[src/rtl/ddr_req_arbiter.sv]
// Round-robin arbiter that shares one DDR burst engine among several memory
// clients. It latches the winner's address and direction, drives one burst,
// and pulses done back to the winner when the burst completes or times out.
module ddr_req_arbiter #(
  parameter int unsigned NUM_REQ        = 4,
  parameter int unsigned DDR_ADDR_WIDTH = 28,
  parameter int unsigned BURST_LEN      = 16,
  parameter int unsigned TIMEOUT_CYCLES = 1024
) (
  input  logic                              clk,
  input  logic                              rst,
  input  logic [NUM_REQ-1:0]                req,
  input  logic [NUM_REQ-1:0]                req_wr,
  input  logic [NUM_REQ*DDR_ADDR_WIDTH-1:0] req_addr,
  output logic [NUM_REQ-1:0]                grant,
  output logic [NUM_REQ-1:0]                done,
  output logic                              rd_burst_req,
  output logic                              wr_burst_req,
  output logic [DDR_ADDR_WIDTH-1:0]         burst_addr,
  output logic [9:0]                        burst_len,
  input  logic                              rd_burst_finish,
  input  logic                              wr_burst_finish,
  output logic                              timeout_err,
  output logic                              busy
);

  localparam int unsigned IDX_W = (NUM_REQ > 2) ? $clog2(NUM_REQ) : 1;
  localparam int unsigned CNT_W = (TIMEOUT_CYCLES > 2) ? $clog2(TIMEOUT_CYCLES) : 1;
  localparam logic [IDX_W-1:0] LAST_RST = IDX_W'(NUM_REQ - 1);
  localparam logic [CNT_W-1:0] CNT_MAX  = CNT_W'(TIMEOUT_CYCLES - 1);

  typedef enum logic [1:0] {
    IDLE = 2'd0,
    BUSY = 2'd1,
    DONE = 2'd2
  } state_t;

  state_t                    state, state_nxt;
  logic [IDX_W-1:0]          idx, idx_nxt;
  logic                      dir, dir_nxt;
  logic [CNT_W-1:0]          cnt, cnt_nxt;
  logic [IDX_W-1:0]          last_ptr, last_nxt;
  logic [NUM_REQ-1:0]        grant_nxt, done_nxt;
  logic                      rd_nxt, wr_nxt, terr_nxt, busy_nxt;
  logic [DDR_ADDR_WIDTH-1:0] addr_nxt;

  logic [DDR_ADDR_WIDTH-1:0] addr_arr [NUM_REQ];
  logic                      win_found;
  logic [IDX_W-1:0]          win_idx;
  logic [IDX_W-1:0]          scan_idx;
  int                        scan_pos;
  logic                      fin_match;

  assign burst_len = 10'(BURST_LEN);

  // Unpack the flat address bus into one entry per port.
  for (genvar g = 0; g < NUM_REQ; g++) begin : g_addr
    assign addr_arr[g] = req_addr[g*DDR_ADDR_WIDTH +: DDR_ADDR_WIDTH];
  end

  // Round-robin pick: first requester after the last winner, wrapping.
  always_comb begin
    win_found = 1'b0;
    win_idx   = '0;
    scan_pos  = 0;
    scan_idx  = '0;
    for (int k = 1; k <= int'(NUM_REQ); k++) begin
      scan_pos = int'(last_ptr) + k;
      if (scan_pos >= int'(NUM_REQ)) scan_pos = scan_pos - int'(NUM_REQ);
      scan_idx = IDX_W'(scan_pos);
      if (!win_found && req[scan_idx]) begin
        win_found = 1'b1;
        win_idx   = scan_idx;
      end
    end
  end

  // Next-state and next-output logic.
  always_comb begin
    state_nxt = state;
    idx_nxt   = idx;
    dir_nxt   = dir;
    cnt_nxt   = cnt;
    last_nxt  = last_ptr;
    grant_nxt = grant;
    done_nxt  = '0;
    rd_nxt    = rd_burst_req;
    wr_nxt    = wr_burst_req;
    addr_nxt  = burst_addr;
    terr_nxt  = timeout_err;
    busy_nxt  = busy;
    fin_match = dir ? wr_burst_finish : rd_burst_finish;

    unique case (state)
      IDLE: begin
        if (win_found) begin
          state_nxt = BUSY;
          idx_nxt   = win_idx;
          dir_nxt   = req_wr[win_idx];
          addr_nxt  = addr_arr[win_idx];
          cnt_nxt   = '0;
          grant_nxt = NUM_REQ'(1) << win_idx;
          busy_nxt  = 1'b1;
          rd_nxt    = ~req_wr[win_idx];
          wr_nxt    = req_wr[win_idx];
        end
      end
      BUSY: begin
        if (fin_match || cnt == CNT_MAX) begin
          state_nxt = DONE;
          rd_nxt    = 1'b0;
          wr_nxt    = 1'b0;
          done_nxt  = grant;
          if (!fin_match) terr_nxt = 1'b1;
        end else begin
          cnt_nxt = cnt + CNT_W'(1);
        end
      end
      DONE: begin
        state_nxt = IDLE;
        last_nxt  = idx;
        grant_nxt = '0;
        busy_nxt  = 1'b0;
      end
      default: begin
        state_nxt = IDLE;
      end
    endcase
  end

  // State and output registers.
  always_ff @(posedge clk or negedge rst) begin
    if (!rst) begin
      state        <= IDLE;
      idx          <= '0;
      dir          <= 1'b0;
      cnt          <= '0;
      last_ptr     <= LAST_RST;
      grant        <= '0;
      done         <= '0;
      rd_burst_req <= 1'b0;
      wr_burst_req <= 1'b0;
      burst_addr   <= '0;
      timeout_err  <= 1'b0;
      busy         <= 1'b0;
    end else begin
      state        <= state_nxt;
      idx          <= idx_nxt;
      dir          <= dir_nxt;
      cnt          <= cnt_nxt;
      last_ptr     <= last_nxt;
      grant        <= grant_nxt;
      done         <= done_nxt;
      rd_burst_req <= rd_nxt;
      wr_burst_req <= wr_nxt;
      burst_addr   <= addr_nxt;
      timeout_err  <= terr_nxt;
      busy         <= busy_nxt;
    end
  end

endmodule
[config.mk]
export PLATFORM = sky130hd
export DESIGN_NAME = ddr_req_arbiter
export DESIGN_NICKNAME = d
export VERILOG_FILES = /design/src/rtl/ddr_req_arbiter.sv
export SDC_FILE = /design/constraint.sdc
export NUM_CORES = 1
export LEC_CHECK = 0
export CELL_PAD_IN_SITES_DETAIL_PLACEMENT = 0
export CELL_PAD_IN_SITES_GLOBAL_PLACEMENT = 1
export CORE_MARGIN = 2
export CORE_UTILIZATION = 31
export DETAILED_ROUTE_END_ITERATION = 10
export GPL_TIMING_DRIVEN = 0
export PLACE_DENSITY = 0.8
export SYNTH_ARGS = -nofsm -noshare
export SYNTH_HDL_FRONTEND = slang
export SYNTH_SLANG_ARGS = --single-unit
[constraint.sdc]
create_clock -name clk -period 2.6 [get_ports clk]
set_clock_uncertainty 0.15 [all_clocks]
set_input_delay 0.78 -clock clk [delete_from_list [all_inputs] [get_ports clk]]
set_output_delay 0.78 -clock clk [all_outputs]
set_load 0.01 [all_outputs]
# Word level (Yosys, flattened, before mapping)
# Cells that the tools add are included.
# Widths: inputs -> output; s select.
[op_classes] n_addsub=9 multipliers=0 div=0 order_cmp=10 eq_ne=6 shifts=1 muxes=43 bitwise_logic=3 n_reduce_logical=16
[ops] op="$bmux 28 s2" n=1
[ops] op="$mux 28" n=2
[ops] op="$mux 10" n=2
[ops] op="$mux 2" n=10
[ops] op="$pmux 10 s2" n=1
[ops] op="$lt 2x3->1 const B" n=5
[ops] op="$mux 1" n=14
[ops] op="$ge 3x3->1 const B" n=4
[ops] op="$mux 4" n=3
[ops] op="$add 10x1->10 const B" n=1
[ops] op="$bmux 1 s2" n=5
[ops] op="$eq 10x10->1 const B" n=1
[ops] op="$reduce_and 3->1" n=3
[ops] op="$pmux 4 s2" n=1
[ops] op="$sub 2x1->2 const B" n=4
[ops] op="$add 2x2->3 const B" n=2
[ops] op="$ne 2x2->1 const B" n=3
[ops] op="$pmux 1 s2" n=3
[ops] op="$reduce_and 2->1" n=3
[ops] op="$add 2x3->4 const B" n=1
[ops] op="$ge 4x3->1 const B" n=1
[ops] op="$pmux 2 s2" n=1
[ops] op="$reduce_bool 2->1" n=2
[ops] op="$shl 1x2->4 const A" n=1
[ops] op="other kinds (9)" n=14
[totals] register_bits=57 latchBits=0 mem_bits_rw=0 rom_bits=0 inputBits=124 memories=0

# Longest topological paths before layout
# Gate-level depths: netlist (run 1).
[depth] depth_word=20 depth_mapped=7

# Worst setup path after synthesis (run 1)
# No wires, ideal clock.
[synth_timing] path_type="in2reg" start="input port rd_burst_finish" end="register cnt[9]" setup_ps=120 t_arrival_ps=1910 t_required_ps=2330 setup_slack_ps=420 path_stages=5 n_path_buf=0 path_cell_list="mux2_4 > or4_4 > nor3_2 > nand3_1 > o211a_1"
[synth_via] elab_chain_cells=4
[synth_lines] item="from (decl)" line="21" source="input logic rd_burst_finish,"
[synth_lines] item="$mux 1" line="92" source="fin_match = dir ? wr_burst_finish : rd_burst_finish;"
[synth_lines] item="$logic_or 1x1->1" line="109" source="if (fin_match || cnt == CNT_MAX) begin"
[synth_lines] item="$ne 2x2->1 (no line)"
[synth_lines] item="$reduce_and 3->1 (no line)"
[synth_lines] item="to (signal assigned)" line="150" source="cnt <= cnt_nxt;"
[synth_lines] item="to (decl)" line="41" source="logic [CNT_W-1:0] cnt, cnt_nxt;"
# No other way between the ends.
# A chain may end at the register's enable or synchronous reset.

# Final worst setup path (run 1)
[layout_timing] start="input port req[1]" end="register burst_addr[4]"
[layout_via] elab_chain_cells=16
[layout_lines] item="from (decl)" line="12" source="input logic [NUM_REQ-1:0] req,"
[layout_lines] item="$bmux 1 s2" line="71" source="if (!win_found && req[scan_idx]) begin"
[layout_lines] item="$mux 1 (implied by the code)" line="71"
[layout_lines] item="$mux 1" line="71"
[layout_lines] item="$logic_not 1->1" line="71"
[layout_lines] item="$logic_and 1x1->1" line="71"
[layout_lines] item="$mux 1" line="71"
[layout_lines] item="$logic_not 1->1" line="71"
[layout_lines] item="$logic_and 1x1->1" line="71"
[layout_lines] item="$mux 1" line="71"
[layout_lines] item="$logic_not 1->1" line="71"
[layout_lines] item="$logic_and 1x1->1" line="71"
[layout_lines] item="$mux 2" line="71"
[layout_lines] item="$not 2->3 (implied by the code)" line="100" source="addr_nxt = addr_arr[win_idx];"
[layout_lines] item="$bmux 28 s2" line="100"
[layout_lines] item="$mux 28 (implied by the code) (2 in series)" line="100"
[layout_lines] item="to (signal assigned)" line="156" source="burst_addr <= addr_nxt;"
[layout_lines] item="to (decl)" line="19" source="output logic [DDR_ADDR_WIDTH-1:0] burst_addr,"
# Parallel ways exist; a longest one is shown, timed or not. The select of a mux whose other input is x is not followed.

==> results.md, run 1 <==
• result of the run: completed
• floorplan row count: 39
• kind of launch point of the worst setup path: primary input
• number of DRC violations after detailed-routing iteration 0: 116
• Root Driver: clkbuf_16
• share of layout cells above drive strength 1: 22.91%
• post-synth design cell area: 3712 um2
• Initial Utilization: 32.10%
• top layer reached by signal wires: met4
• top post-synthesis cells by area: dfrtp_1 (37%), a211oi_2 (16%), mux2i_1 (8.6%)
• total power divided by cell area: 989.3 nW/um2
• die outline height: 113.4 um
• total core area: 11,560 um2
• total met3 wirelength after detailed routing: 731 um
• maximum clock frequency: 0.3944 GHz
• asr flop ratio synth: 100.0%
• per-cell via count in the routed design: 4.931
• Skew-Pair Late Insertion Delay: 0.33 ns
• post-route worst setup slack: 0.06468 ns
• Yosys warning count: 0
• Hold Fails Final Rpt: 0
• top cell type by total area after synthesis: dfrtp_1
• number of max-slew violations in the final report: 0
• final weighted congestion of routability-driven global placement: 0.7964
• highest net fanout along the worst path: 10
• routed len/inst: 16.85 um
• Tot GR Track Use: 18.11%
• routed length on met2: 5.697 mm
• predominant post-synthesis flop cell: dfrtp_1
• DRC viols: 0
• final wirelength: 11.68 mm
• worst voltage drop across the vdd grid: 0.3559 mV
• transition time at the pin with the least slew margin: 0.6505 ns
• remaining global-route overflow: 0
• count of input and output buffers: 163
• clock tree from TritonCTS: yes
• period utilisation layout: 97.51%
• Reg clk slew, reported paths: 0.06 ns
• R2R Setup Slk: 0.42 ns
• data arrival time of the worst path: 2.58 ns
• drt first pass iters: 4
• number of unique standard cell types used by synthesis: 51
• diodes inserted: 0
• fin nets: 671
• overall die width: 113.4 um
• WS Path Type: primary input to register
• global-route wire length before repair: 18.01 mm
• total number of H-tree levels: 3
• clock buffers created by TritonCTS: 9
• Post-CTS Hold Fix Bufs: 0
• final design instance area without fill: 5998 um2
• buffer depth of the longest clock path: 2
• Worst Setup Slack post-DPL: -0.5126 ns
• remaining max-slew budget at the tightest pin: 56.64%
• largest net degree at the start of global routing: 32
• number of I/O pins: 174
• vias after detailed routing: 3,417
• critical path endpoint category: register
• maxcap violations: 0
• leakage component of the power: 2.476 nW
• layout overhead on the synthesized area: 61.58%
• standard cell area after detailed placement: 5568 um2
• average cell area after synthesis: 10.31 um2
• worst hold-check slack: 0.3209 ns
• number of global-route vias before repair: 3,484
• die outline area: 12,870 um2
• routed length on met1: 5.093 mm
• total number of clock tree sinks: 57
• required time at the worst-slack endpoint: 2.65 ns
• Worst Hold Class: primary input to async pin
• share of the yosys chip area belonging to registers: 38.49%
• number of flops mapped to enable cells by yosys: 0
• total of flip-flops plus latches after synthesis: 57
• Setup TNS Final: 0 ns
• cell count after synthesis: 360
• setup violators final: 0
• RSZ-0062 raised after global routing: yes
• most frequently used cell type in the post-synthesis netlist: dfrtp_1
• Commonest cells post-synth: dfrtp_1 (55), a211oi_2 (47), nor2_1 (38)
• Routed Antenna Nets: 0
• area fraction of the dominant cell type after synthesis: 37.07%
• minimum clock period after layout: 2.535 ns
• half-perimeter wire length of the detailed placement result: 8.864 mm
• initial antenna violation count: 0
[final cells by class]
class	count	area [um2]
clock inverter	5	105.1
multi-input combinational	241	1973
inverter	33	123.9
buffer	36	280.3
tap	143	178.9
sequential	57	1429
clock buffer	10	229.0
timing repair buffer	168	1679
fill	1078	5567
[logic make-up after synthesis]
family / Yosys count / share of synthesized area (%)
compound gates: 109 / 29.22
simple gates: 81 / 10.28
buf+inv: 70 / 10.52
flops: 57 / 38.49
mux: 37 / 10.25
xor+xnor: 3 / 0.7079
other cells: 2 / 0.2023
fa+ha+maj: 1 / 0.3370
[worst max-delay path, cell delays in order]
cell and delay (ns):
clkdlybuf4s50_1 0.56, nor2_1 0.12, a211oi_4 0.37, nand2_1 0.14, buf_2 0.22, a211oi_1 0.31
a211oi_2 0.07
[repair_timing]
action	in CTS	in global routing
endpoints found under the setup margin	28	37
pin swaps	1	1
setup buffers	2	2
gates resized for setup	1	23
[power by group]
part	total (mW)	switching, mW	internal, mW	leakage [nW]
sequential	1.48	0.228	1.25	0.682
clock	1.35	0.423	0.930	0.155
combinational	3.10	1.55	1.55	1.64
total	5.93	2.20	3.73	2.48
[state kept, by name, summed over array words and instances, names as in the netlist]
signal,flops
idx,2
cnt,10
grant,4
wr_burst_req,1
timeout_err,1
last_ptr,2
dir,1
rd_burst_req,1
state,2
burst_addr,28
busy,1
done,4
[layer usage]
metal,GRT usage (%),up-vias
met5,0,-
met4,5.854,0
met3,3.879,12
met2,30.42,116
met1,23.36,1622
li1,-,1667
[worst paths after layout]
kind,to,startpoint,cells past startpoint
worst min-delay path,timeout_err$_DFFE_PN0P_,rst,1
worst max register to register,burst_addr[11]$_DFFE_PN0P_,last_ptr[1]$_DFFE_PN1P_,6
min in group clk,idx[1]$_DFFE_PN0P_,idx[1]$_DFFE_PN0P_,1
worst max-delay path,burst_addr[4]$_DFFE_PN0P_,req[1],7
worst min register to register,idx[1]$_DFFE_PN0P_,idx[1]$_DFFE_PN0P_,1
max in group asynchronous,last_ptr[1]$_DFFE_PN1P_,rst,2
[placed cells by master (no fill, tap or decap), drive strengths merged, types with 3 or more instances in the layout]
cell           count
buf               31
nand3              9
a211oi            85
inv               33
nor3               3
bufinv             3
o21ai              5
and2               4
nand2b             4
dfrtp             55
xnor2              3
a21o               3
clkbuf            21
mux2               5
nor2              38
mux2i             32
conb              10
nand2             12
clkdlybuf4s50    161
nor4               3
[through the flow]
| stage | total power, mW | cells | util (%) |
|---|---|---|---|
| after detailed placement | 4.537 | 675 | 48.14 |
| after global placement | 4.469 | 674 | 48.01 |
| after floorplan | 3.299 | 368 | - |
| final | 5.934 | 693 | 51.87 |
| after CTS | 5.941 | 692 | 51.17 |
| after global routing | 6.290 | 693 | 51.87 |
No activity file was read; power rests on OpenSTA's default activity.
==> run 2, diff against run 1 <==
CTS_CLUSTER_SIZE = 8   (was default)
==> results of run 2 <==
Same layout as run 1: the final DEF is identical, and so are final timing and power.
